===== src/rtl/sdram_pkg.sv =====
// Shared types and constants for the SDRAM frame-buffer scheduler.
package sdram_pkg;

    localparam int ADDR_W = 24;
    localparam int DATA_W = 16;

    typedef enum logic [1:0] {
        ST_IDLE = 2'd0,
        ST_WR   = 2'd1,
        ST_RD   = 2'd2
    } sched_state_t;

    typedef enum logic {
        GRANT_WR = 1'b0,
        GRANT_RD = 1'b1
    } grant_t;

    typedef logic [1:0] buf_idx_t;

    function automatic logic [ADDR_W-1:0] buf_base(input buf_idx_t b, input logic [ADDR_W-1:0] stride);
        return ADDR_W'(b) * stride;
    endfunction

    // With a and b distinct members of {0,1,2}, 3-a-b is the remaining one.
    function automatic buf_idx_t third_buf(input buf_idx_t a, input buf_idx_t b);
        return buf_idx_t'(2'd3 - a - b);
    endfunction

endpackage


===== src/rtl/sdram_buf_ptr.sv =====
// Burst pointer for one side of the scheduler: wrap compare, pending vsync
// and registered base+offset burst address.
module sdram_buf_ptr
    import sdram_pkg::*;
#(
    parameter int                BURST_LEN   = 8,
    parameter int                FRAME_WORDS = 307200,
    parameter logic [ADDR_W-1:0] BUF_STRIDE  = 24'h080000,
    parameter buf_idx_t          RST_BUF     = 2'd0,
    parameter bit                EVT_IS_WRAP = 1'b1
) (
    input  logic              clk,
    input  logic              rst_n,
    input  logic              i_vsync,
    input  logic              i_active,
    input  logic              i_ack,
    input  buf_idx_t          i_buf_nxt,
    output logic              o_evt,
    output logic [ADDR_W-1:0] o_add
);

    localparam logic [ADDR_W-1:0] STEP  = ADDR_W'(BURST_LEN);
    localparam logic [ADDR_W-1:0] FRAME = ADDR_W'(FRAME_WORDS);

    logic [ADDR_W-1:0] r_ptr;
    logic [ADDR_W-1:0] r_add;
    logic              r_pend;
    logic [ADDR_W-1:0] w_ptr_nxt;
    logic              w_pend;
    logic              w_apply;
    logic              w_ack_acc;
    logic              w_last;

    assign w_ack_acc = i_active & i_ack;
    assign w_pend    = r_pend | i_vsync;
    // A vsync never moves the pointer under a live request, only between bursts or on its ack.
    assign w_apply   = w_pend & (~i_active | i_ack);
    assign w_last    = (r_ptr + STEP) >= FRAME;

    always_comb begin
        w_ptr_nxt = r_ptr;
        if (w_apply || (w_ack_acc && w_last)) begin
            w_ptr_nxt = '0;
        end else if (w_ack_acc) begin
            w_ptr_nxt = r_ptr + STEP;
        end
    end

    // Write side needs frame completion; read side needs the vsync restart.
    assign o_evt = EVT_IS_WRAP ? (w_ack_acc & w_last & ~w_apply) : w_apply;
    assign o_add = r_add;

    // Address is built from the next pointer/buffer so it is valid the moment req rises.
    always_ff @(posedge clk or negedge rst_n) begin
        if (!rst_n) begin
            r_ptr  <= '0;
            r_pend <= 1'b0;
            r_add  <= buf_base(RST_BUF, BUF_STRIDE);
        end else begin
            r_ptr  <= w_ptr_nxt;
            r_pend <= w_pend & ~w_apply;
            r_add  <= buf_base(i_buf_nxt, BUF_STRIDE) + w_ptr_nxt;
        end
    end

endmodule


===== src/rtl/sdram_frame_sched.sv =====
// Triple-buffered frame scheduler arbitrating camera writes and VGA reads
// onto the SDRAM controller's write and read burst ports.
//   state   | meaning
//   ST_IDLE | no request out; pick next side (round-robin when both ready)
//   ST_WR   | wr_sdram_req high until wr_sdram_ack
//   ST_RD   | rd_sdram_req high until rd_sdram_ack
module sdram_frame_sched
    import sdram_pkg::*;
#(
    parameter int                BURST_LEN   = 8,
    parameter int                FRAME_WORDS = 307200,
    parameter logic [ADDR_W-1:0] BUF_STRIDE  = 24'h080000
) (
    input  logic              clk,
    input  logic              rst_n,
    input  logic              cam_vsync,
    input  logic              vga_vsync,
    input  logic              wr_ready,
    input  logic              rd_ready,
    output logic              wr_sdram_req,
    input  logic              wr_sdram_ack,
    output logic [ADDR_W-1:0] wr_sdram_add,
    output logic              rd_sdram_req,
    input  logic              rd_sdram_ack,
    output logic [ADDR_W-1:0] rd_sdram_add,
    output logic              wr_frame_done,
    output buf_idx_t          wr_buf,
    output buf_idx_t          rd_buf
);

    sched_state_t r_state;
    sched_state_t w_state_nxt;
    grant_t       r_last_grant;
    grant_t       w_grant_nxt;
    buf_idx_t     r_wr_buf;
    buf_idx_t     r_rd_buf;
    buf_idx_t     r_done_buf;
    logic         r_frame_done;
    buf_idx_t     w_wr_buf_nxt;
    buf_idx_t     w_rd_buf_nxt;
    buf_idx_t     w_done_buf_nxt;
    logic         w_wr_frame_end;
    logic         w_rd_restart;

    always_ff @(posedge clk or negedge rst_n) begin
        if (!rst_n) begin
            r_state      <= ST_IDLE;
            r_last_grant <= GRANT_RD;
        end else begin
            r_state      <= w_state_nxt;
            r_last_grant <= w_grant_nxt;
        end
    end

    always_comb begin
        w_state_nxt = r_state;
        w_grant_nxt = r_last_grant;
        case (r_state)
            ST_IDLE: begin
                if (wr_ready && (!rd_ready || r_last_grant == GRANT_RD)) begin
                    w_state_nxt = ST_WR;
                end else if (rd_ready) begin
                    w_state_nxt = ST_RD;
                end
            end
            ST_WR: begin
                if (wr_sdram_ack) begin
                    w_state_nxt = ST_IDLE;
                    w_grant_nxt = GRANT_WR;
                end
            end
            ST_RD: begin
                if (rd_sdram_ack) begin
                    w_state_nxt = ST_IDLE;
                    w_grant_nxt = GRANT_RD;
                end
            end
            default: w_state_nxt = ST_IDLE;
        endcase
    end

    assign wr_sdram_req = (r_state == ST_WR);
    assign rd_sdram_req = (r_state == ST_RD);

    sdram_buf_ptr #(
        .BURST_LEN  (BURST_LEN),
        .FRAME_WORDS(FRAME_WORDS),
        .BUF_STRIDE (BUF_STRIDE),
        .RST_BUF    (2'd0),
        .EVT_IS_WRAP(1'b1)
    ) u_wr_ptr (
        .clk      (clk),
        .rst_n    (rst_n),
        .i_vsync  (cam_vsync),
        .i_active (wr_sdram_req),
        .i_ack    (wr_sdram_ack),
        .i_buf_nxt(w_wr_buf_nxt),
        .o_evt    (w_wr_frame_end),
        .o_add    (wr_sdram_add)
    );

    sdram_buf_ptr #(
        .BURST_LEN  (BURST_LEN),
        .FRAME_WORDS(FRAME_WORDS),
        .BUF_STRIDE (BUF_STRIDE),
        .RST_BUF    (2'd1),
        .EVT_IS_WRAP(1'b0)
    ) u_rd_ptr (
        .clk      (clk),
        .rst_n    (rst_n),
        .i_vsync  (vga_vsync),
        .i_active (rd_sdram_req),
        .i_ack    (rd_sdram_ack),
        .i_buf_nxt(w_rd_buf_nxt),
        .o_evt    (w_rd_restart),
        .o_add    (rd_sdram_add)
    );

    // When completion and display vsync coincide, the display takes the frame just finished.
    always_comb begin
        w_wr_buf_nxt   = r_wr_buf;
        w_rd_buf_nxt   = r_rd_buf;
        w_done_buf_nxt = r_done_buf;
        if (w_wr_frame_end) begin
            w_done_buf_nxt = r_wr_buf;
            w_wr_buf_nxt   = third_buf(r_wr_buf, r_rd_buf);
        end
        if (w_rd_restart) begin
            w_rd_buf_nxt = w_wr_frame_end ? r_wr_buf : r_done_buf;
        end
    end

    always_ff @(posedge clk or negedge rst_n) begin
        if (!rst_n) begin
            r_wr_buf     <= 2'd0;
            r_rd_buf     <= 2'd1;
            r_done_buf   <= 2'd1;
            r_frame_done <= 1'b0;
        end else begin
            r_wr_buf     <= w_wr_buf_nxt;
            r_rd_buf     <= w_rd_buf_nxt;
            r_done_buf   <= w_done_buf_nxt;
            r_frame_done <= w_wr_frame_end;
        end
    end

    assign wr_frame_done = r_frame_done;
    assign wr_buf        = r_wr_buf;
    assign rd_buf        = r_rd_buf;

endmodule


===== config.mk =====
export PLATFORM = sky130hd
export DESIGN_NAME = sdram_frame_sched
export DESIGN_NICKNAME = d
export VERILOG_FILES = /design/src/rtl/sdram_pkg.sv /design/src/rtl/sdram_buf_ptr.sv /design/src/rtl/sdram_frame_sched.sv
export SDC_FILE = /design/constraint.sdc
export NUM_CORES = 1
export LEC_CHECK = 0
export ABC_AREA = 0
export CAP_MARGIN = 20
export CORE_MARGIN = 8
export CORE_UTILIZATION = 46
export DETAILED_ROUTE_END_ITERATION = 6
export GPL_ROUTABILITY_DRIVEN = 0
export PLACE_DENSITY = 0.68
export SLEW_MARGIN = 5
export SYNTH_ARGS = -nofsm -noshare
export SYNTH_HDL_FRONTEND = slang
export SYNTH_SLANG_ARGS = --single-unit

===== constraint.sdc =====
create_clock -name clk -period 6.2 [get_ports clk]
set_input_delay 0.93 -clock clk [delete_from_list [all_inputs] [get_ports clk]]
set_output_delay 0.93 -clock clk [all_outputs]
set_load 0.02 [all_outputs]

==> flow_metrics.tcl <==
set metrics [dict create \
    num-fill-cells 841 \
    area_growth_pct 13.0 \
    fp-row-count 35 \
    critPathBufInv 1 \
    drt_wl_total_mm 9.73 \
    worstPathCellList "nand4_4 > nor4_1 > nand2_1 > o31ai_1 > a21o_1 > nand3_1 > nor2_1 > ha_1 > inv_1 > fa_1 > nor2b_1 > a22o_1 > a21oi_1 > xnor2_1 > nor2_1" \
    io_buffers 56 \
    setup_tns_ns 0 \
    crit_slowest_cell "nand3_1" \
    max_slew.worst_pin.slew_ns 0.945 \
    endpoint "u_wr_ptr.o_add[23]" \
    ys_ff_latch 64 \
    crit_required_ns 6.38 \
    slowest_delay_ns 0.66 \
    viasPerCell 5.66 \
    avgSynthCellArea_um2 8.84 \
    antenna_found_initial 0 \
    dp_hpwl_mm 6.95 \
    cts_root_buf "clkbuf_8" \
    finalSetupViolations 0 \
    cts_setup_buffers 0 \
    r2r_slack_ns 1.89 \
    syn_area_um2 4310 \
    place_area_um2 4660 \
    crit_start "u_wr_ptr.r_ptr[7]" \
    grt_pass1_vias 3411 \
    ys.flop_type "dfrtp_1" \
    yosys.area.top_type "dfrtp_1" \
    end_kind "flop" \
    post-route-min-period_ns 4.31 \
    drt-wirelength-per-cell_um 15.7 \
    synth_edf_count 0 \
    cts_buffers 9 \
    pwr-share-seq 0.464 \
    clock_latency_ns 0.33 \
    cts_resized 0 \
    status "completed" \
    ys.warnings.count 0 \
    syn_inst 488 \
    gr-usage-all-layers 0.155 \
    critical_path.startpoint_type "flop" \
    slew_headroom 0.370 \
    die_h_um 113 \
    drv_slew 0 \
    synth.distinct_cells 62 \
    cts_tree "yes" \
    peakVddDrop_uv 95.5 \
    synth_area_leaders "dfrtp_1 (35%), buf_4 (7.0%), xnor2_1 (5.1%)" \
    drive_above_1_share 0.0806 \
    yosysMostFrequentCell "dfrtp_1" \
    p_sw_frac 0.297 \
    max_cap_viol_count 0 \
    die_w_um 113 \
    seq_area_frac_synth 0.373 \
    worstPathMaxFanout 23 \
    p_int_w 0.000698 \
    clk_pin_slew_ns 0.07 \
    path_delay_family "simple AND/OR/NAND/NOR gates" \
    clkPwrFrac 0.362 \
    worstPathArrival_ns 4.49 \
    nNetsFinal 521 \
    antennaDiodeCount 0 \
    vias 3511 \
    h-tree-depth 3 \
    r2r_cells 15 \
    cts.sinks 64 \
    pin_count 63 \
    die_area_um2 12700 \
    finalClockSkew_ns 0.0104 \
    max_clock_freq_ghz 0.232 \
    period_share 0.695 \
    cp.depth 15 \
    critPathMostFrequentCell "nor2_1" \
    drtPass1Iterations 4 \
    hp-class "flop to flop" \
    power_switching_w 0.000295 \
    drt_iter0_drc 117 \
    start_util 0.471 \
    grt.overflow.total 0 \
    dp_cells 603 \
    finalHoldViolations 0 \
    async_reset_ff_frac 1.00 \
    critPathKind "flop to flop" \
    synth_top_area_frac 0.348 \
    grt_max_degree 65 \
    coreArea_um2 9150 \
    synth_commonest_cells "dfrtp_1 (60), nor2_1 (57), nand2_1 (47), nand3_1 (42), buf_4 (40)" \
    ant_nets 0 \
    ctsHoldBuffers 0 \
    power_density_nw_per_um2 204 \
    rsz0062_at_grt "no" \
    grt_first_pass_wirelength_mm 16.3 \
    clockBufferDepth 2 \
    r2r-end "u_wr_ptr.o_add[23]" \
    r2r_start "u_wr_ptr.r_ptr[7]" \
    instances_no_fill 620 \
    stdcell_area_um2 4870 \
    drc_errors 0 \
    combPwrFrac 0.174 \
    p_leak_nw 2.05 \
]
[how the worst min path moves through the flow]
stage | from | to | slack (ns) | cells past startpoint
global placement | r_last_grant | r_last_grant | 0.47 | 2
detailed placement | r_last_grant | r_last_grant | 0.46 | 2
finish | r_last_grant | r_last_grant | 0.47 | 2
floorplan | r_last_grant | r_last_grant | 0.44 | 2
CTS | r_last_grant | r_last_grant | 0.47 | 2
global route | r_last_grant | r_last_grant | 0.49 | 2
[per-layer routing]
layer  part of all wire  up-vias  global-route usage
li1                   -     1714                   -
met1               0.44     1725               0.182
met2               0.51       60               0.273
met3              0.037       12              0.0367
met4              0.012        0              0.0459
met5                  0        -                   0
[stage by stage]
stage | total power (W) | worst slack [ns] | util | hold WS (ns)
floorplan | 0.000579 | 2.71 | - | 0.444
global placement | 0.000638 | 1.70 | 0.510 | 0.466
detailed placement | 0.000641 | 1.55 | 0.510 | 0.460
CTS | 0.00100 | 1.84 | 0.531 | 0.473
global route | 0.00104 | 1.41 | 0.532 | 0.485
finish | 0.000993 | 1.89 | 0.532 | 0.468
[cell families after synthesis]
family | after synthesis | synth area share
buffers and inverters | 73 | 0.100
flip-flops | 64 | 0.373
multiplexers | 8 | 0.0197
other | 1 | 0.000870
AND/OR/NAND/NOR | 238 | 0.302
AO/OA/AOI/OAI | 56 | 0.0961
adder cells (fa/ha/maj) | 9 | 0.0296
XOR/XNOR | 39 | 0.0792
[cells in the final DEF (no fill, tap or decap), drive strengths merged, types with 8 or more instances in the layout]
cell / instances
nor3: 14
xor2: 14
nor4: 8
nand2: 47
clkbuf: 13
clkdlybuf4s50: 55
inv: 14
a21oi: 11
nor2: 57
dfrtp: 60
xnor2: 25
and3: 9
o21ai: 13
nand3: 42
nand4: 24
[flip-flops by register name, indices dropped and copies added (netlist names)]
name	flops
r_done_buf	2
r_last_grant	1
r_state	2
rd_buf	2
u_rd_ptr.o_add	21
u_rd_ptr.r_pend	1
u_rd_ptr.r_ptr	5
u_wr_ptr.o_add	5
u_wr_ptr.r_pend	1
u_wr_ptr.r_ptr	21
wr_buf	2
wr_frame_done	1
[layout make-up]
class | count | area, um2 | area share
Sequential cell | 64 | 1610 | 0.330
Tap cell | 111 | 139 | 0.0285
Clock buffer | 13 | 149 | 0.0306
Clock inverter | 3 | 42.5 | 0.00873
Inverter | 14 | 52.6 | 0.0108
Timing Repair Buffer | 59 | 586 | 0.120
Multi-Input combinational cell | 356 | 2300 | 0.471
[power by group through the flow]
stage / logic (W) / clock network (W) / registers, W
final: 0.000173 / 0.000359 / 0.000461
after global routing: 0.000191 / 0.000386 / 0.000465
after CTS: 0.000173 / 0.000370 / 0.000460
after global placement: 0.000171 / 0 / 0.000467
after detailed placement: 0.000172 / 0 / 0.000469
after floorplan: 0.000113 / 0 / 0.000466
[tightest hold or removal path, cell delays in order, from the launching register on]
cell	delay, ns
dfstp_2	0.37
nand2_1	0.05
nand2_1	0.05
No activity file was read; power rests on OpenSTA's default activity.
